<file path="config.mk">
export PLATFORM = sky130hd
export DESIGN_NAME = regfile_copy_engine
export DESIGN_NICKNAME = d
export VERILOG_FILES = /design/src/rtl/regfile_copy_engine.sv
export SDC_FILE = /design/constraint.sdc
export NUM_CORES = 1
export LEC_CHECK = 0
export CAP_MARGIN = 20
export CELL_PAD_IN_SITES_DETAIL_PLACEMENT = 1
export CELL_PAD_IN_SITES_GLOBAL_PLACEMENT = 1
export CORE_UTILIZATION = 30
export DETAILED_ROUTE_END_ITERATION = 12
export PLACE_DENSITY_LB_ADDON = 0.1
export SETUP_SLACK_MARGIN = 0.05
export SYNTH_ARGS = -nofsm -noshare
export SYNTH_HDL_FRONTEND = slang
export SYNTH_SLANG_ARGS = --single-unit
</file>
<file path="constraint.sdc">
create_clock -name CLK -period 6.2 [get_ports CLK]
set_input_delay 1.24 -clock CLK [delete_from_list [all_inputs] [get_ports CLK]]
set_output_delay 1.24 -clock CLK [all_outputs]
set_load 0.02 [all_outputs]
</file>
<file path="src/rtl/regfile_copy_engine.sv">
// regfile_copy_engine: register-file initiator that executes one COPY or FILL
// command at a time over a read/write regfile port pair.
// COPY moves LEN words from SRC to DST in ascending order, reading each word
// only after the previous one has been written. FILL writes CMD_DATA to LEN
// words starting at DST. Indices wrap modulo 2**n, and LEN is clamped to 2**n.
// Optional feature macro: REGFILE_COPY_CHECKSUM_EN adds the CHECKSUM output,
// which is the XOR of every word written by the current command.
//
// Handshake: a command is accepted on a rising CLK edge where CMD_VALID and
// CMD_READY are both 1. CMD_READY is 1 only in IDLE. CMD_VALID offered while
// CMD_READY is 0 is dropped and never queued. The read port is a request/
// response pair: READ_REQ_WRITE_VALID and READ_REQ_WRITE stay stable until an
// edge where READ_RESP_READ_VALID is 1. That edge consumes the response.
module regfile_copy_engine #(
  parameter int width = 32,
  parameter int n     = 5
) (
  input  logic             CLK,
  input  logic             RESET,
  input  logic             CMD_VALID,
  output logic             CMD_READY,
  input  logic             CMD_OP,
  input  logic [n-1:0]     CMD_SRC,
  input  logic [n-1:0]     CMD_DST,
  input  logic [n:0]       CMD_LEN,
  input  logic [width-1:0] CMD_DATA,
  output logic [n-1:0]     READ_REQ_WRITE,
  output logic             READ_REQ_WRITE_VALID,
  input  logic [width-1:0] READ_RESP_READ,
  input  logic             READ_RESP_READ_VALID,
  output logic             WRITE_EN_WRITE,
  output logic [n-1:0]     WRITE_INDEX_WRITE,
  output logic [width-1:0] WRITE_DATA_WRITE,
  output logic             BUSY,
  output logic             DONE_PULSE,
`ifdef REGFILE_COPY_CHECKSUM_EN
  output logic [width-1:0] CHECKSUM,
`endif
  output logic [1:0]       DBG_STATE
);

  typedef enum logic [1:0] {
    IDLE = 2'd0,
    RD   = 2'd1,
    WR   = 2'd2,
    FIN  = 2'd3
  } state_t;

  localparam logic [n:0]   LEN_MAX = {1'b1, {n{1'b0}}};
  localparam logic [n-1:0] ONE_N   = {{(n-1){1'b0}}, 1'b1};
  localparam logic [n:0]   ONE_L   = {{n{1'b0}}, 1'b1};

  state_t           state, state_nxt;
  logic [n-1:0]     src_ptr, dst_ptr;
  logic [n:0]       remaining;
  logic             op_q;
  logic [width-1:0] fill_q;
  logic [width-1:0] hold_q;
  logic             cmd_fire;
  logic [n:0]       len_clamp;

  assign cmd_fire  = (state == IDLE) && CMD_VALID;
  assign len_clamp = (CMD_LEN > LEN_MAX) ? LEN_MAX : CMD_LEN;
  assign BUSY      = (state != IDLE);
  assign DBG_STATE = state;

  // State register.
  always_ff @(posedge CLK or posedge RESET) begin
    if (RESET) begin
      state <= IDLE;
    end else begin
      state <= state_nxt;
    end
  end

  // Next-state and port decode. Ports are forced to 0 outside their active state.
  always_comb begin
    state_nxt            = state;
    CMD_READY            = 1'b0;
    READ_REQ_WRITE_VALID = 1'b0;
    READ_REQ_WRITE       = '0;
    WRITE_EN_WRITE       = 1'b0;
    WRITE_INDEX_WRITE    = '0;
    WRITE_DATA_WRITE     = '0;
    DONE_PULSE           = 1'b0;
    case (state)
      IDLE: begin
        CMD_READY = 1'b1;
        if (CMD_VALID) begin
          if (len_clamp == '0) begin
            state_nxt = FIN;
          end else if (CMD_OP) begin
            state_nxt = WR;
          end else begin
            state_nxt = RD;
          end
        end
      end
      RD: begin
        READ_REQ_WRITE_VALID = 1'b1;
        READ_REQ_WRITE       = src_ptr;
        if (READ_RESP_READ_VALID) begin
          state_nxt = WR;
        end
      end
      WR: begin
        WRITE_EN_WRITE    = 1'b1;
        WRITE_INDEX_WRITE = dst_ptr;
        WRITE_DATA_WRITE  = op_q ? fill_q : hold_q;
        if (remaining == ONE_L) begin
          state_nxt = FIN;
        end else if (!op_q) begin
          state_nxt = RD;
        end
      end
      FIN: begin
        DONE_PULSE = 1'b1;
        state_nxt  = IDLE;
      end
      default: state_nxt = IDLE;
    endcase
  end

  // Command registers, pointers and the read-data hold register.
  always_ff @(posedge CLK or posedge RESET) begin
    if (RESET) begin
      src_ptr   <= '0;
      dst_ptr   <= '0;
      remaining <= '0;
      op_q      <= 1'b0;
      fill_q    <= '0;
      hold_q    <= '0;
    end else begin
      if (cmd_fire) begin
        src_ptr   <= CMD_SRC;
        dst_ptr   <= CMD_DST;
        remaining <= len_clamp;
        op_q      <= CMD_OP;
        fill_q    <= CMD_DATA;
      end
      if ((state == RD) && READ_RESP_READ_VALID) begin
        hold_q <= READ_RESP_READ;
      end
      if (state == WR) begin
        src_ptr   <= src_ptr + ONE_N;
        dst_ptr   <= dst_ptr + ONE_N;
        remaining <= remaining - ONE_L;
      end
    end
  end

`ifdef REGFILE_COPY_CHECKSUM_EN
  // Running XOR of written words. It is cleared when a command is accepted.
  always_ff @(posedge CLK or posedge RESET) begin
    if (RESET) begin
      CHECKSUM <= '0;
    end else if (cmd_fire) begin
      CHECKSUM <= '0;
    end else if (state == WR) begin
      CHECKSUM <= CHECKSUM ^ WRITE_DATA_WRITE;
    end
  end
`endif

endmodule

</file>
==> flow_metrics.env <==
export IMPL_outcome="finished clean"
export IMPL_post_synth_main_area_contributors="dfrtp_1 (52%), nand2_1 (11%), mux2_2 (9.0%)"
export IMPL_p_seq_share_pct=36.7
export IMPL_worst_skew_pair_late_latency_ns=0.33
export IMPL_synthSimpleGateAreaFrac_pct=20.4
export IMPL_period_minus_slack_ns=3.71
export IMPL_cts_hold_repair_buffers=0
export IMPL_critical_path_max_stage_delay_ns=1.08
export IMPL_max_slew_worst_pin_slew_ns=1.09
export IMPL_post_place_ws_ns=2.51
export IMPL_synth_async_sr_flop_share_pct=100
export IMPL_layout_setup_ws_ns=2.49
export IMPL_final_setup_tns_ns=0
export IMPL_cts_sinks=83
export IMPL_cts_root_buf="clkbuf_16"
export IMPL_r2r_slack_ns=3.83
export IMPL_critPathRequiredTime_ns=4.96
export IMPL_initial_antenna_violation_count=0
export IMPL_synth_largest_type_area_fraction_pct=52.0
export IMPL_wire_length_of_the_first_global_routing_pass_um=19100
export IMPL_switching_power_share_of_the_total_pct=37.1
export IMPL_worst_path_max_delay_cell="dfrtp_2"
export IMPL_std_cell_rows=41
export IMPL_min_period_over_period_pct=59.8
export IMPL_synthesized_area_per_cell_sq_um=9.93
export IMPL_maxClockFrequency_ghz=0.270
export IMPL_syn_instance_count=402
export IMPL_yosysMostFrequentCell="nand2_1"
export IMPL_num_antenna_cells=0
export IMPL_timing_max_slew_rel_slack_pct=27.5
export IMPL_synth_seq_area_share_pct=52.0
export IMPL_synth_xor_xnor_area_share_pct=0
export IMPL_cp_data_arrival_time_ns=2.47
export IMPL_synth_area_leader_cell="dfrtp_1"
export IMPL_hold_path_class="reg2reg"
export IMPL_initial_utilization_pct=31.3
export IMPL_syn_nets=491
export IMPL_slew_violations=0
export IMPL_postRouteWirelength_um=11500
export IMPL_drt_pass1_iterations=4
export IMPL_filler_cells_inserted=1424
export IMPL_dr_total_vias=3350
export IMPL_num_io_pins=134
export IMPL_core_area_sq_mm=0.0128
export IMPL_areaGrowthSynthToFinish_pct=46.2
export IMPL_first_global_vias=3728
export IMPL_cts_resized=0
export IMPL_drv_cap=0
export IMPL_finalSetupViolations=0
export IMPL_die_x_um=117
export IMPL_synth_top_family_by_area="simple AND/OR/NAND/NOR gates"
export IMPL_grt_max_degree=46
export IMPL_numPlacedInstances=687
export IMPL_power_per_cell_area_mw_per_mm2=484
export IMPL_rsz0062_at_grt="no"
export IMPL_netlist_cell_type_count=39
export IMPL_global_route_usage_total_pct=17.6
export IMPL_cts_buffers_inserted=9
export IMPL_final_core_utilization_pct=45.7
export IMPL_cts_repair_timing_setup_buffer_count=0
export IMPL_violation_count_after_the_first_detailed_routing_iteration=144
export IMPL_layoutNonFillerInstCount=705
export IMPL_cts_max_level=3
export IMPL_ys_warn_count=0
export IMPL_clock_skew_final_ns=0.00831
export IMPL_ant_nets=0
export IMPL_crit_fanout=35
export IMPL_power_share_combinational_pct=43.2
export IMPL_die_area_sq_mm=0.0138
export IMPL_finalHoldViolations=0
export IMPL_timing_critical_path_from_type="register"
export IMPL_remaining_drc_errors=0
export IMPL_layout_drive_gt1_share_pct=11.6
export IMPL_synth_enable_flop_cells=0
export IMPL_yosys_register_bits=83
export IMPL_dpl_hpwl_um=7720
export IMPL_critical_path_cell_chain="mux2i_1, nor2_1, clkdlybuf4s50_1"
export IMPL_gp_congestion=0.786
export IMPL_path_class="reg2out"
export IMPL_cts_clock_pin_slew_for_the_worst_setup_and_hold_paths_ns=0.06
export IMPL_post_drt_via_cell_ratio=4.75
export IMPL_leakagePower_nw=2.58
export IMPL_grt_remaining_overflow=0
export IMPL_synth_cells_most_frequent="nand2_1 (114), dfrtp_1 (83), nor2_1 (40)"
export IMPL_synth_compound_area_share_pct=5.39
export IMPL_power_switching_mw=1.05
export IMPL_synth_adder_area_share_pct=1.25
export IMPL_synthMuxAreaShare_pct=17.0
export IMPL_detail_route_wl_per_cell_um=16.3
export IMPL_cts_root_to_sink_buffers=2
export IMPL_internal_power_mw=1.78
export IMPL_placement_io_buffers=133
export IMPL_power_share_clock_pct=20.0
export IMPL_postSynth_topFlopCell="dfrtp_1"
export IMPL_die_height_um=117
export IMPL_end_kind="primary output"
export IMPL_vdd_drop_max_v=0.000177
export IMPL_tritoncts_clock_tree="yes"
export IMPL_synthesis_area_sq_mm=0.00399
export IMPL_nets=617
[cell type report]
cell class	count	area, sq um	share of cell area, %
Tap cell	172	215	3.69
Sequential cell	83	2080	35.6
Timing Repair Buffer	138	1430	24.5
Clock buffer	11	233	3.99
Clock inverter	5	78.8	1.35
Multi-Input combinational cell	288	1770	30.3
Inverter	8	33.8	0.579
[sequential cells by signal (all words and copies together) (netlist names)]
name,cells
hold_q,32
op_q,1
remaining,6
src_ptr,5
dst_ptr,5
fill_q,32
DBG_STATE,2
[power by group through the flow]
stage | logic, mW | registers [mW] | clock network (mW)
after global placement | 1.17 | 1.03 | 0
final | 1.22 | 1.04 | 0.565
after CTS | 1.22 | 1.04 | 0.584
after detailed placement | 1.21 | 1.04 | 0
after floorplan | 0.833 | 0.943 | 0
after global routing | 1.35 | 1.08 | 0.604
[worst max-delay path: cells and delay by family (launching register included)]
family                 cells  cell delay [ns]
and+or+nand+nor            1             0.16
DFF                        1             1.08
buffers and inverters      1             0.63
muxes                      1             0.25
[cells in the final DEF (no fill, tap or decap), types with 3 or more instances in the layout]
| cell type | instances |
|---|---|
| a22oi_1 | 4 |
| mux2i_1 | 32 |
| and2_1 | 11 |
| a21oi_1 | 4 |
| mux2_2 | 32 |
| nand3_1 | 6 |
| ha_1 | 4 |
| clkinv_2 | 3 |
| nor3b_1 | 3 |
| dfrtp_1 | 82 |
| inv_1 | 6 |
| o21ai_0 | 7 |
| nand2_1 | 114 |
| clkbuf_16 | 9 |
| a221o_1 | 3 |
| buf_16 | 3 |
| nor2_1 | 40 |
| clkdlybuf4s50_1 | 133 |
| o311ai_0 | 3 |
[cell families after synthesis]
family,Yosys count
AO/OA/AOI/OAI,31
adder cells (fa/ha/maj),4
buffers and inverters,31
flip-flops,83
multiplexers,64
AND/OR/NAND/NOR,189
[metrics by stage]
stage	hold WS (ns)	cell area (sq um)	power (mW)
finish	0.474	5840	2.82
detailed placement	0.463	5470	2.25
global placement	0.458	5440	2.20
floorplan	0.445	3990	1.78
CTS	0.479	5780	2.84
global route	0.497	5840	3.04
[final timing paths]
kind / depth (start not counted) / end / startpoint
setup / recovery: 3 / WRITE_DATA_WRITE[30] / op_q$_DFFE_PP0P_
hold / removal: 2 / fill_q[10]$_DFFE_PP0P_ / fill_q[10]$_DFFE_PP0P_
setup reg to reg: 3 / hold_q[20]$_DFFE_PP0P_ / DBG_STATE[1]$_DFFE_PP0P_
hold reg to reg: 2 / fill_q[10]$_DFFE_PP0P_ / fill_q[10]$_DFFE_PP0P_
max in group asynchronous: 3 / op_q$_DFFE_PP0P_ / RESET
min in group asynchronous: 2 / hold_q[24]$_DFFE_PP0P_ / RESET
[layer usage]
layer	track usage (%)	vias up	part of all wire, %
met5	0	-	0
met4	3.73	0	0.74
met3	4.72	7	5.3
met2	30.3	84	50
met1	21.9	1670	44
li1	-	1589	-
(Power assumes the default switching activity.)
